## config.mk

```make
export PLATFORM = sky130hd
export DESIGN_NAME = tcm_boot_loader
export DESIGN_NICKNAME = d
export VERILOG_FILES = /design/src/rtl/tcm_boot_loader.sv
export SDC_FILE = /design/constraint.sdc
export NUM_CORES = 1
export LEC_CHECK = 0
export BUFFER_PORTS_ARGS = -buffer_cell sky130_fd_sc_hd__buf_2
export CAP_MARGIN = 10
export CORE_ASPECT_RATIO = 1.5
export CORE_MARGIN = 2
export CORE_UTILIZATION = 45
export CTS_BUF_LIST = sky130_fd_sc_hd__clkbuf_2 sky130_fd_sc_hd__clkbuf_4 sky130_fd_sc_hd__clkbuf_8
export DETAILED_ROUTE_END_ITERATION = 10
export PLACE_DENSITY = 0.65
export SKIP_CTS_REPAIR_TIMING = 1
export SYNTH_ARGS = -nofsm -noshare
export SYNTH_HDL_FRONTEND = slang
export SYNTH_SLANG_ARGS = --single-unit
```

## constraint.sdc

```tcl
create_clock -name clk -period 1.8 [get_ports clk]
set_clock_uncertainty 0.1 [all_clocks]
set_input_delay 0.09 -clock clk [delete_from_list [all_inputs] [get_ports clk]]
set_output_delay 0.09 -clock clk [all_outputs]
set_load 0.02 [all_outputs]
```

## src/rtl/tcm_boot_loader.sv

```systemverilog
// Boot loader: parses a framed byte stream into ITCM/DTCM byte writes, then pulses cpu_start.
// Optional LOADER_CHECKSUM_EN: each section ends with a mod-256 payload checksum byte.
module tcm_boot_loader #(
    parameter int          ITCM_AW     = 12,
    parameter int          DTCM_AW     = 12,
    parameter int unsigned TIMEOUT_CYC = 1024
) (
    input  logic               clk,
    input  logic               rst_,
    input  logic               in_valid,
    input  logic [7:0]         in_data,
    output logic               in_ready,
    output logic               itcm_en,
    output logic [ITCM_AW-1:0] itcm_addr,
    output logic [7:0]         itcm_data,
    output logic               dtcm_en,
    output logic [DTCM_AW-1:0] dtcm_addr,
    output logic [7:0]         dtcm_data,
    output logic               cpu_start,
    output logic               busy,
    output logic               running,
    output logic               err,
    output logic [7:0]         sec_cnt
);
    localparam int PW = (ITCM_AW > DTCM_AW) ? ITCM_AW : DTCM_AW;

    localparam logic [3:0] S_CMD     = 4'd0;
    localparam logic [3:0] S_ADDR0   = 4'd1;
    localparam logic [3:0] S_ADDR1   = 4'd2;
    localparam logic [3:0] S_LEN0    = 4'd3;
    localparam logic [3:0] S_LEN1    = 4'd4;
    localparam logic [3:0] S_DATA    = 4'd5;
    localparam logic [3:0] S_RUN     = 4'd6;
    localparam logic [3:0] S_RUNNING = 4'd7;
    localparam logic [3:0] S_ERR     = 4'd8;
`ifdef LOADER_CHECKSUM_EN
    localparam logic [3:0] S_CSUM    = 4'd9;
`endif

    logic [3:0]    state;
    logic          sel_itcm;
    logic [7:0]    addr_lo;
    logic [7:0]    len_lo;
    logic [PW-1:0] ptr;
    logic [15:0]   len_rem;
    logic [15:0]   len_full;
    logic [31:0]   tmo;
    logic          accept;
    logic          tmo_active;
    logic          tmo_hit;
    logic [7:0]    sec_inc;
`ifdef LOADER_CHECKSUM_EN
    logic [7:0]    sum;
`endif

    always_comb begin
        in_ready   = 1'b0;
        tmo_active = 1'b0;
        case (state)
            S_CMD: in_ready = 1'b1;
            S_ADDR0, S_ADDR1, S_LEN0, S_LEN1, S_DATA: begin
                in_ready   = 1'b1;
                tmo_active = (TIMEOUT_CYC != 0);
            end
`ifdef LOADER_CHECKSUM_EN
            S_CSUM: begin
                in_ready   = 1'b1;
                tmo_active = (TIMEOUT_CYC != 0);
            end
`endif
            default: begin
                in_ready   = 1'b0;
                tmo_active = 1'b0;
            end
        endcase
    end

    assign accept    = in_valid & in_ready;
    assign tmo_hit   = tmo_active && !accept && (tmo == 32'(TIMEOUT_CYC - 1));
    assign len_full  = {in_data, len_lo};
    assign sec_inc   = (sec_cnt == 8'hFF) ? 8'hFF : sec_cnt + 8'd1;
    assign busy      = !(state == S_CMD || state == S_RUNNING || state == S_ERR);
    assign running   = (state == S_RUNNING);
    assign err       = (state == S_ERR);
    assign cpu_start = (state == S_RUN);

    always_ff @(posedge clk or negedge rst_) begin
        if (!rst_) begin
            state     <= S_CMD;
            sel_itcm  <= 1'b0;
            addr_lo   <= '0;
            len_lo    <= '0;
            ptr       <= '0;
            len_rem   <= '0;
            tmo       <= '0;
            sec_cnt   <= '0;
            itcm_en   <= 1'b0;
            itcm_addr <= '0;
            itcm_data <= '0;
            dtcm_en   <= 1'b0;
            dtcm_addr <= '0;
            dtcm_data <= '0;
`ifdef LOADER_CHECKSUM_EN
            sum       <= '0;
`endif
        end else begin
            itcm_en <= 1'b0;
            dtcm_en <= 1'b0;
            if (accept || !tmo_active) tmo <= '0;
            else                       tmo <= tmo + 32'd1;

            case (state)
                S_CMD: if (accept) begin
                    case (in_data)
                        8'hA5:   begin sel_itcm <= 1'b1; state <= S_ADDR0; end
                        8'h5A:   begin sel_itcm <= 1'b0; state <= S_ADDR0; end
                        8'hC3:   state <= S_RUN;
                        default: state <= S_ERR;
                    endcase
                end
                S_ADDR0: if (accept) begin
                    addr_lo <= in_data;
                    state   <= S_ADDR1;
                end
                S_ADDR1: if (accept) begin
                    // Upper address bits beyond the TCM width are dropped here.
                    ptr   <= PW'({in_data, addr_lo});
                    state <= S_LEN0;
                end
                S_LEN0: if (accept) begin
                    len_lo <= in_data;
                    state  <= S_LEN1;
                end
                S_LEN1: if (accept) begin
                    len_rem <= len_full;
`ifdef LOADER_CHECKSUM_EN
                    sum   <= '0;
                    state <= (len_full == 16'd0) ? S_CSUM : S_DATA;
`else
                    if (len_full == 16'd0) begin
                        sec_cnt <= sec_inc;
                        state   <= S_CMD;
                    end else begin
                        state <= S_DATA;
                    end
`endif
                end
                S_DATA: if (accept) begin
                    if (sel_itcm) begin
                        itcm_en   <= 1'b1;
                        itcm_addr <= ptr[ITCM_AW-1:0];
                        itcm_data <= in_data;
                    end else begin
                        dtcm_en   <= 1'b1;
                        dtcm_addr <= ptr[DTCM_AW-1:0];
                        dtcm_data <= in_data;
                    end
                    ptr     <= ptr + PW'(1);
                    len_rem <= len_rem - 16'd1;
`ifdef LOADER_CHECKSUM_EN
                    sum <= sum + in_data;
                    if (len_rem == 16'd1) state <= S_CSUM;
`else
                    if (len_rem == 16'd1) begin
                        sec_cnt <= sec_inc;
                        state   <= S_CMD;
                    end
`endif
                end
`ifdef LOADER_CHECKSUM_EN
                S_CSUM: if (accept) begin
                    if (in_data == sum) begin
                        sec_cnt <= sec_inc;
                        state   <= S_CMD;
                    end else begin
                        state <= S_ERR;
                    end
                end
`endif
                S_RUN:   state <= S_RUNNING;
                default: ;
            endcase

            if (tmo_hit) state <= S_ERR;
        end
    end
endmodule

```

==> results.sh <==
export IMPL_holdPathStages=3
export IMPL_drc_errors=0
export IMPL_drtPass1Iterations=4
export IMPL_max_cap_violations=0
export IMPL_seq_area_frac_synth_pct=51.4
export IMPL_clock_path_buffers=2
export IMPL_grt_pass1_vias=5620
export IMPL_required_ps=2040
export IMPL_ys_seq_elements=131
export IMPL_numCtsBuffers=17
export IMPL_cellLeakagePower_nw=4.23
export IMPL_power_density_nw_per_um2=1250
export IMPL_reg2reg_from="len_rem[1]$_DFFE_PN0P_"
export IMPL_hpwl_um=12400
export IMPL_grt_max_degree=49
export IMPL_finalWeightedCongestion=0.928
export IMPL_ant_nets=0
export IMPL_dieArea_um2=15200
export IMPL_clock_power_share_pct=21.9
export IMPL_wl_per_cell_um=18.5
export IMPL_critPathLaunchType="flip-flop"
export IMPL_fin_util_pct=64.3
export IMPL_nFillCells=1072
export IMPL_status="complete, but fails checks"
export IMPL_timing_final_ws_setup_ps=-419
export IMPL_max_slew_margin_pct=71.9
export IMPL_cts_root_buf="clkbuf_8"
export IMPL_grt_pass1_wl_um=27300
export IMPL_crit_path_start="len_rem[1]$_DFFE_PN0P_"
export IMPL_io_pins=66
export IMPL_multi_input_area_um2=3320
export IMPL_syn_nets=625
export IMPL_synthTopCellsByArea="dfrtp_1, mux2_2, nor2_1"
export IMPL_min_period_over_period_pct=123
export IMPL_portBuffers=65
export IMPL_drv_slew=0
export IMPL_seqPwrFrac_pct=37.6
export IMPL_post_route_min_period_ps=2220
export IMPL_grt_setup_unrepaired="yes"
export IMPL_synthArstFlopShare_pct=100
export IMPL_reg2reg_slack_ps=-420
export IMPL_crit_end="state[0]$_DFFE_PN0P_"
export IMPL_ys_top_cells_by_count="dfrtp_1, mux2_2, nor2_1"
export IMPL_synth_edff_count=0
export IMPL_viasPerCell=5.80
export IMPL_r2r_cells=7
export IMPL_design_area_um2=8960
export IMPL_antenna_found_initial=0
export IMPL_switching_power_mw=4.28
export IMPL_dp_slack_ps=-322
export IMPL_row_count=53
export IMPL_synth_most_common_cell="dfrtp_1"
export IMPL_synthDistinctLibCells=60
export IMPL_internal_power_mw=6.92
export IMPL_yosys_area_top_type="dfrtp_1"
export IMPL_grt_use_total_pct=23.1
export IMPL_synth_top_cell_area_share_pct=51.4
export IMPL_fin_nets=826
export IMPL_layout_drive_gt1_share_pct=44.8
export IMPL_setup_viol=65
export IMPL_worst_skew_pair_late_latency_ps=450
export IMPL_fp_coreArea_um2=13900
export IMPL_violations="negative setup slack"
export IMPL_netlist_area_um2=6380
export IMPL_diodes=0
export IMPL_die_w_um=101
export IMPL_cts_reportedPaths_clkPinSlew_ps=90
export IMPL_tightest_slew_ps=422
export IMPL_vias=5732
export IMPL_r2r_end="state[0]$_DFFE_PN0P_"
export IMPL_regArea_um2=3280
export IMPL_die_h_um=150
export IMPL_grt_overflow=0
export IMPL_ys_warn_count=0
export IMPL_h_tree_depth=4
export IMPL_worst_setup_path_type="reg -> reg"
export IMPL_yosys_most_used_dff="dfrtp_1"
export IMPL_crit_path_end_kind="flip-flop"
export IMPL_p_comb_share_pct=40.5
export IMPL_crit_arrival_ps=2460
export IMPL_irDropWorstVdd_mv=0.592
export IMPL_drt_iter0_markers=256
export IMPL_fmax_mhz=451
export IMPL_initial_core_util_pct=45.8
export IMPL_setup_tns_ps=-6580
export IMPL_total_power_mw=11.2
export IMPL_hp_class="in -> reg"
export IMPL_totalWireLength_um=18300
export IMPL_synth_cells=609
export IMPL_avgSynthCellArea_um2=10.5
export IMPL_clock_sinks=131
export IMPL_dpl_instance_area_um2=7810
export IMPL_cts_tree="done"
export IMPL_p_sw_share_pct=38.2
export IMPL_area_growth_pct=40.3
export IMPL_critPathMaxFanout=4
export IMPL_timing_final_hold_violations=0
cell usage in the layout, fill, tap and decap left out, drive strengths merged, types with 16 or more instances in the layout:
master and instances:
buf 212, dfrtp 131, mux2 56, nor2 51, nand2 46, a21oi 36, o21ai 30, nand3 26
inv 21, xor2 20, nand4 19, clkbuf 19, nor3 17, and3 16
worst min path at each step:
stage | startpoint | to | slack [ps]
2_1_floorplan | rst_ | addr_lo[0]$_DFFE_PN0P_ | -310
3_3_place_gp | rst_ | dtcm_addr[5]$_DFFE_PN0P_ | -170
3_5_place_dp | rst_ | itcm_en$_DFF_PN0_ | -170
4_1_cts | rst_ | itcm_en$_DFF_PN0_ | -660
5_1_grt | in_data[2] | itcm_data[2]$_DFFE_PN0P_ | -9
6_report | in_data[2] | itcm_data[2]$_DFFE_PN0P_ | 10
registers in the layout, summed over array words and instances (netlist names), 4 cells and up:
| register | flops |
|---|---|
| itcm_data | 8 |
| addr_lo | 8 |
| dtcm_data | 8 |
| sec_cnt | 8 |
| len_rem | 16 |
| dtcm_addr | 12 |
| tmo | 32 |
| itcm_addr | 12 |
| len_lo | 8 |
| state | 4 |
| ptr | 12 |
power by group through the flow:
stage	combinational (mW)	clock, mW	sequential (mW)
6_report	4.53	2.45	4.21
5_1_grt	4.91	2.61	4.30
4_1_cts	3.72	2.47	4.16
3_5_place_dp	3.70	0	4.21
3_3_place_gp	3.59	0	4.17
2_1_floorplan	1.78	0	4.33
stage by stage:
stage	instances	hold WS [ps]
final	988	11.8
after global routing	988	-8.75
after CTS	956	-661
after detailed placement	924	-172
after global placement	924	-173
after floorplan	609	-306
final cells by class:
cell class	count	share of cell area [%]
timing repair buffer	216	19.2
inverter	12	0.531
clock inverter	14	1.51
sequential	131	36.6
tap	165	2.30
multi-input combinational	432	37.1
clock buffer	18	2.77
per-layer routing:
metal | vias up | global-route usage [%] | wire length [um]
met3 | 56 | 3.88 | 629
li1 | 2622 | - | -
met4 | 0 | 11.2 | 709
met5 | - | 0 | 0
met2 | 153 | 42.4 | 9830
met1 | 2901 | 25.3 | 7110
cell families after synthesis:
| logic type | count (synthesis) | synth area share, % |
|---|---|---|
| mux | 62 | 10.8 |
| fa+ha+maj | 5 | 0.980 |
| xor+xnor | 24 | 3.29 |
| buf+inv | 46 | 3.08 |
| simple gates | 230 | 19.5 |
| compound gates | 111 | 11.0 |
| flops | 131 | 51.4 |
critical path, cell delays in order (launching register included):
cell and delay (ps):
dfrtp_1 400, inv_2 80, ha_4 120, nor4b_4 280
nand4_1 170, a211o_1 360, or4_1 500, o31ai_1 90
No activity file was read; power rests on OpenSTA's default activity.
